### src/rtl/instruction_prefetch.sv
// instruction_prefetch: fetch/prefetch stage in front of decode.
// Drives the instruction byte addresses (IA0/IA1) and captures the memory
// word into a small FIFO. The FIFO is presented to decode through a
// valid/ready handshake. A branch flushes the FIFO and restarts fetch at
// the even-aligned target address.
// Optional feature macro: PREFETCH_FAULT_EN. When it is defined, an
// out-of-range fetch is tagged and fetching halts until the next branch or
// reset. When it is undefined, the fault output is tied low and fetch never
// halts.
module instruction_prefetch #(
  parameter int         DEPTH    = 4,
  parameter logic [9:0] RESET_PC = 10'd0,
  parameter int         MEM_SIZE = 84
) (
  input  logic        clock,
  input  logic        reset,
  output logic [9:0]  IA0,
  output logic [9:0]  IA1,
  input  logic [15:0] PreInstruction,
  input  logic        branch,
  input  logic [9:0]  branch_target,
  output logic        instr_valid,
  input  logic        instr_ready,
  output logic [15:0] Instruction,
  output logic [9:0]  instr_pc,
  output logic        instr_fault
);

  localparam int PW = $clog2(DEPTH);
  localparam int CW = PW + 1;

  logic [9:0]    fetch_pc;
  logic [PW-1:0] rd_ptr;
  logic [PW-1:0] wr_ptr;
  logic [CW-1:0] count;

  logic [15:0] word_mem  [DEPTH];
  logic [9:0]  pc_mem    [DEPTH];
  logic        fault_mem [DEPTH];

  logic        pop;
  logic        push;
  logic        fetch_fault;
  logic [10:0] pc_plus1;

`ifdef PREFETCH_FAULT_EN
  logic halted;
`endif

  assign IA0 = fetch_pc;
  assign IA1 = fetch_pc + 10'd1;

  assign instr_valid = (count != '0);
  assign Instruction = word_mem[rd_ptr];
  assign instr_pc    = pc_mem[rd_ptr];

`ifdef PREFETCH_FAULT_EN
  assign instr_fault = fault_mem[rd_ptr];
`else
  logic unused_head_fault;
  assign unused_head_fault = fault_mem[rd_ptr];
  assign instr_fault = 1'b0;
`endif

  // Handshake and fetch decisions; a branch in the same cycle cancels both.
  always_comb begin
    pop         = 1'b0;
    push        = 1'b0;
    pc_plus1    = {1'b0, fetch_pc} + 11'd1;
    fetch_fault = (pc_plus1 >= 11'(MEM_SIZE));
    pop         = instr_valid && instr_ready && !branch;
`ifdef PREFETCH_FAULT_EN
    push        = !branch && !halted && ((count < CW'(DEPTH)) || pop);
`else
    push        = !branch && ((count < CW'(DEPTH)) || pop);
`endif
  end

  // Fetch address, FIFO pointers, occupancy and the halt flag.
  always_ff @(posedge clock) begin
    if (reset) begin
      fetch_pc <= RESET_PC;
      rd_ptr   <= '0;
      wr_ptr   <= '0;
      count    <= '0;
`ifdef PREFETCH_FAULT_EN
      halted   <= 1'b0;
`endif
    end else if (branch) begin
      fetch_pc <= {branch_target[9:1], 1'b0};
      rd_ptr   <= '0;
      wr_ptr   <= '0;
      count    <= '0;
`ifdef PREFETCH_FAULT_EN
      halted   <= 1'b0;
`endif
    end else begin
      if (push) begin
        fetch_pc <= fetch_pc + 10'd2;
        wr_ptr   <= wr_ptr + 1'b1;
`ifdef PREFETCH_FAULT_EN
        halted   <= fetch_fault;
`endif
      end
      if (pop) begin
        rd_ptr <= rd_ptr + 1'b1;
      end
      case ({push, pop})
        2'b10:   count <= count + 1'b1;
        2'b01:   count <= count - 1'b1;
        default: count <= count;
      endcase
    end
  end

  // FIFO storage: captures the fetched word, its address and the range tag.
  always_ff @(posedge clock) begin
    if (reset) begin
      for (int i = 0; i < DEPTH; i++) begin
        word_mem[i]  <= '0;
        pc_mem[i]    <= '0;
        fault_mem[i] <= 1'b0;
      end
    end else if (push) begin
      word_mem[wr_ptr]  <= PreInstruction;
      pc_mem[wr_ptr]    <= fetch_pc;
      fault_mem[wr_ptr] <= fetch_fault;
    end
  end

endmodule

### config.mk
export PLATFORM = sky130hd
export DESIGN_NAME = instruction_prefetch
export DESIGN_NICKNAME = d
export VERILOG_FILES = /design/src/rtl/instruction_prefetch.sv
export SDC_FILE = /design/constraint.sdc
export NUM_CORES = 1
export LEC_CHECK = 0
export CORE_ASPECT_RATIO = 0.7
export CORE_UTILIZATION = 58
export CTS_CLUSTER_DIAMETER = 50
export DETAILED_ROUTE_END_ITERATION = 8
export PLACE_DENSITY = 0.84
export SETUP_SLACK_MARGIN = 0.1
export SLEW_MARGIN = 20
export SYNTH_ARGS = -nofsm -noshare
export SYNTH_HDL_FRONTEND = slang
export SYNTH_SLANG_ARGS = --single-unit
### constraint.sdc
create_clock -name clock -period 4.2 [get_ports clock]
set_input_delay 0.84 -clock clock [delete_from_list [all_inputs] [get_ports clock]]
set_output_delay 0.84 -clock clock [all_outputs]
set_load 0.01 [all_outputs]
==> metrics.txt <==
clock buffer depth=2; cells along the critical path=mux4_2, clkdlybuf4s50_1; cell area after synthesis=5359 sq um; die width=116.9 microns; Area after DPL=6063 sq um; total CTS buffers=17; Filler Cell Count=519; Reg clk slew, reported paths=0.05 ns; CP endpoint kind=primary output; ratio of cells with drive above 1 in the final layout=15.54%; WL final=10,780 microns; Nets=464; clk sinks=118; Post-CTS Setup Bufs=0; RSZ-0062 raised after global routing=no; clk_lat worst skew=0.41 ns; post-synth cell types=39; vias in the first global route=3,206; Area growth syn-to-layout=24.00%; dominant cells by area after synthesis=edfxtp_1, and2_1, mux4_2; PostCTS Resize Cnt=0; cts hold-fix bufs=0; Final setup viols=0; TNS Setup=0 ns; CTS H-tree depth=4; initial antenna violation count=0; GP Congestion=0.7562; Die Height=82.42 microns; leak pwr=2.391 nW; # DRC=0; root buffer cell=clkbuf_16; area share of the largest cell type after synthesis=56.04%; site row count=28; Pint=0.002371 W; Vias/cell=5.528; I/O pins=78; Min-Delay Path Class=register to register; worst slew pin tran=0.9073 ns; critical setup path kind=register to primary output; Post-synth top cells=and2_1, edfxtp_1, mux4_2, dfxtp_1, nor2_1; critical path launch point type=register; sequential area share after synthesis=62.76%; CP max-delay cell=dfxtp_2; core area=8688 sq um; via count=3,118; Period Utilization, post-route=78.74%; status=finished, final reports clean; Critical Path AT=2.47 ns; post-DR wirelength/cell=19.12 microns; number of port buffers=72; max_cap viols=0; diodes inserted=0; pin count of the biggest net entering global routing=26; Multi-input gate area=1768 sq um; largest stage delay on the critical path=0.92 ns; die area=9634 sq um; DP HPWL=6272 microns; clock power share=46.5%; Max-Slew Margin vs Limit=39.52%; number of enable flip-flop cells after synthesis=100; gate count after technology mapping=367; Pre-antenna DRT Iters=4; Warnings, synthesis=0; Slew Viols, Final=0; worst vdd ir=347.2 uV; Starting DRT DRC Count=229; Initial Util=61.68%; fin crit period=3.307 ns; endpoints failing hold=0; pwr dens=452.2 nW/um^2; Sw Pwr=0.0006343 W; Avg Cell Area, Syn=14.60 sq um; grt total ovfl=0; ANT nets after route=0; register bit total from synthesis=118; GRT Total Usage=25.05%; Post-Route Skew=0.009038 ns; Gate power share=7.9%; WP data required=3.36 ns; Top FF cell, synth=edfxtp_1; fin area=6645 sq um; CTS tree=built; top achievable clock speed=0.3024 GHz; first-pass GRT wire length=16,790 microns; area leader, netlist=edfxtp_1; Net Sw Frac=21.11%; Reg power frac=45.6%; Critical Path Fanout Max=25; FFs w/ async S/R, synth=0%; FF/Latch Area=3364 sq um
==> stage by stage <==
| stage | cells | utilization, % | total power [W] | hold WS (ns) | setup WS, ns |
|---|---|---|---|---|---|
| floorplan | 369 | - | 0.001506 | 0.4812 | 1.713 |
| global placement | 532 | 69.79 | 0.001616 | 0.5085 | 0.8166 |
| detailed placement | 532 | 69.79 | 0.001627 | 0.5173 | 0.7563 |
| CTS | 564 | 76.48 | 0.003017 | 0.5305 | 0.8124 |
| global route | 564 | 76.48 | 0.003089 | 0.5725 | 0.7095 |
| finish | 564 | 76.48 | 0.003005 | 0.5318 | 0.8929 |
==> kinds of logic (layout without fill, tap and decap cells) <==
group	count (synthesis)	in the layout	synth area share, %
buf+inv	40	115	4.389
flops	118	118	62.76
fa+ha+maj	3	3	0.8405
mux	25	25	10.51
compound gates	19	19	2.428
other cells	2	4	0.1401
xor+xnor	14	14	2.288
simple gates	146	146	16.65
==> registers in the layout, indices dropped and copies added, names as in the netlist, named ones only <==
name / count
word_mem: 64
pc_mem: 36
IA0: 9
count: 3
rd_ptr: 2
wr_ptr: 2
==> power by group through the flow <==
| stage | Sequential, W | Combinational [W] | Clock [W] |
|---|---|---|---|
| 4_1_cts | 0.00137 | 0.000238 | 0.00141 |
| 2_1_floorplan | 0.00138 | 0.000129 | 0 |
| 3_5_place_dp | 0.00139 | 0.000235 | 0 |
| 5_1_grt | 0.00138 | 0.000254 | 0.00146 |
| 6_report | 0.00137 | 0.000236 | 0.00140 |
| 3_3_place_gp | 0.00139 | 0.000230 | 0 |
==> worst paths after layout <==
path             from          end  cells past startpoint  slack (ns)
min          count[0]     count[0]                      2        0.53
max reg2reg  count[2]     count[2]                      9        1.86
max          register  instr_pc[5]                      2        0.89
min reg2reg  count[0]     count[0]                      2        0.53
==> worst max-delay path, delay by kind of cell, from the launching register on <==
family,cells,cell delay (ns)
DFF,1,0.92
buffers and inverters,1,0.50
muxes,1,0.63
==> area by class of cell <==
class                   count  area share [%]
repair buffers             77           11.41
flip-flops and latches    118           50.63
clock buffers              24           7.739
well taps                 120           2.259
multi-input cells         211           26.61
clock inverters             8           1.017
inverters                   6          0.3389
==> per-layer routing <==
layer | vias up | global-route usage, % | wire [microns]
li1 | 1432 | - | -
met1 | 1540 | 31.96 | 4539
met2 | 142 | 40.65 | 5355
met3 | 4 | 7.518 | 823
met4 | 0 | 10.38 | 65
met5 | - | 0 | 0
==> cell usage in the layout (no fill, tap or decap), drive strengths merged, types with 5 or more instances in the layout <==
cell and n:
buf 5, mux4 25, a211oi 9, inv 6
xnor2 10, edfxtp 100, clkinv 6, clkdlybuf4s50 72
nor2 19, clkbuf 24, dfxtp 18, nand3 5
and2 100, nand2 5
Note: power is estimated with default switching activity, not from simulation.
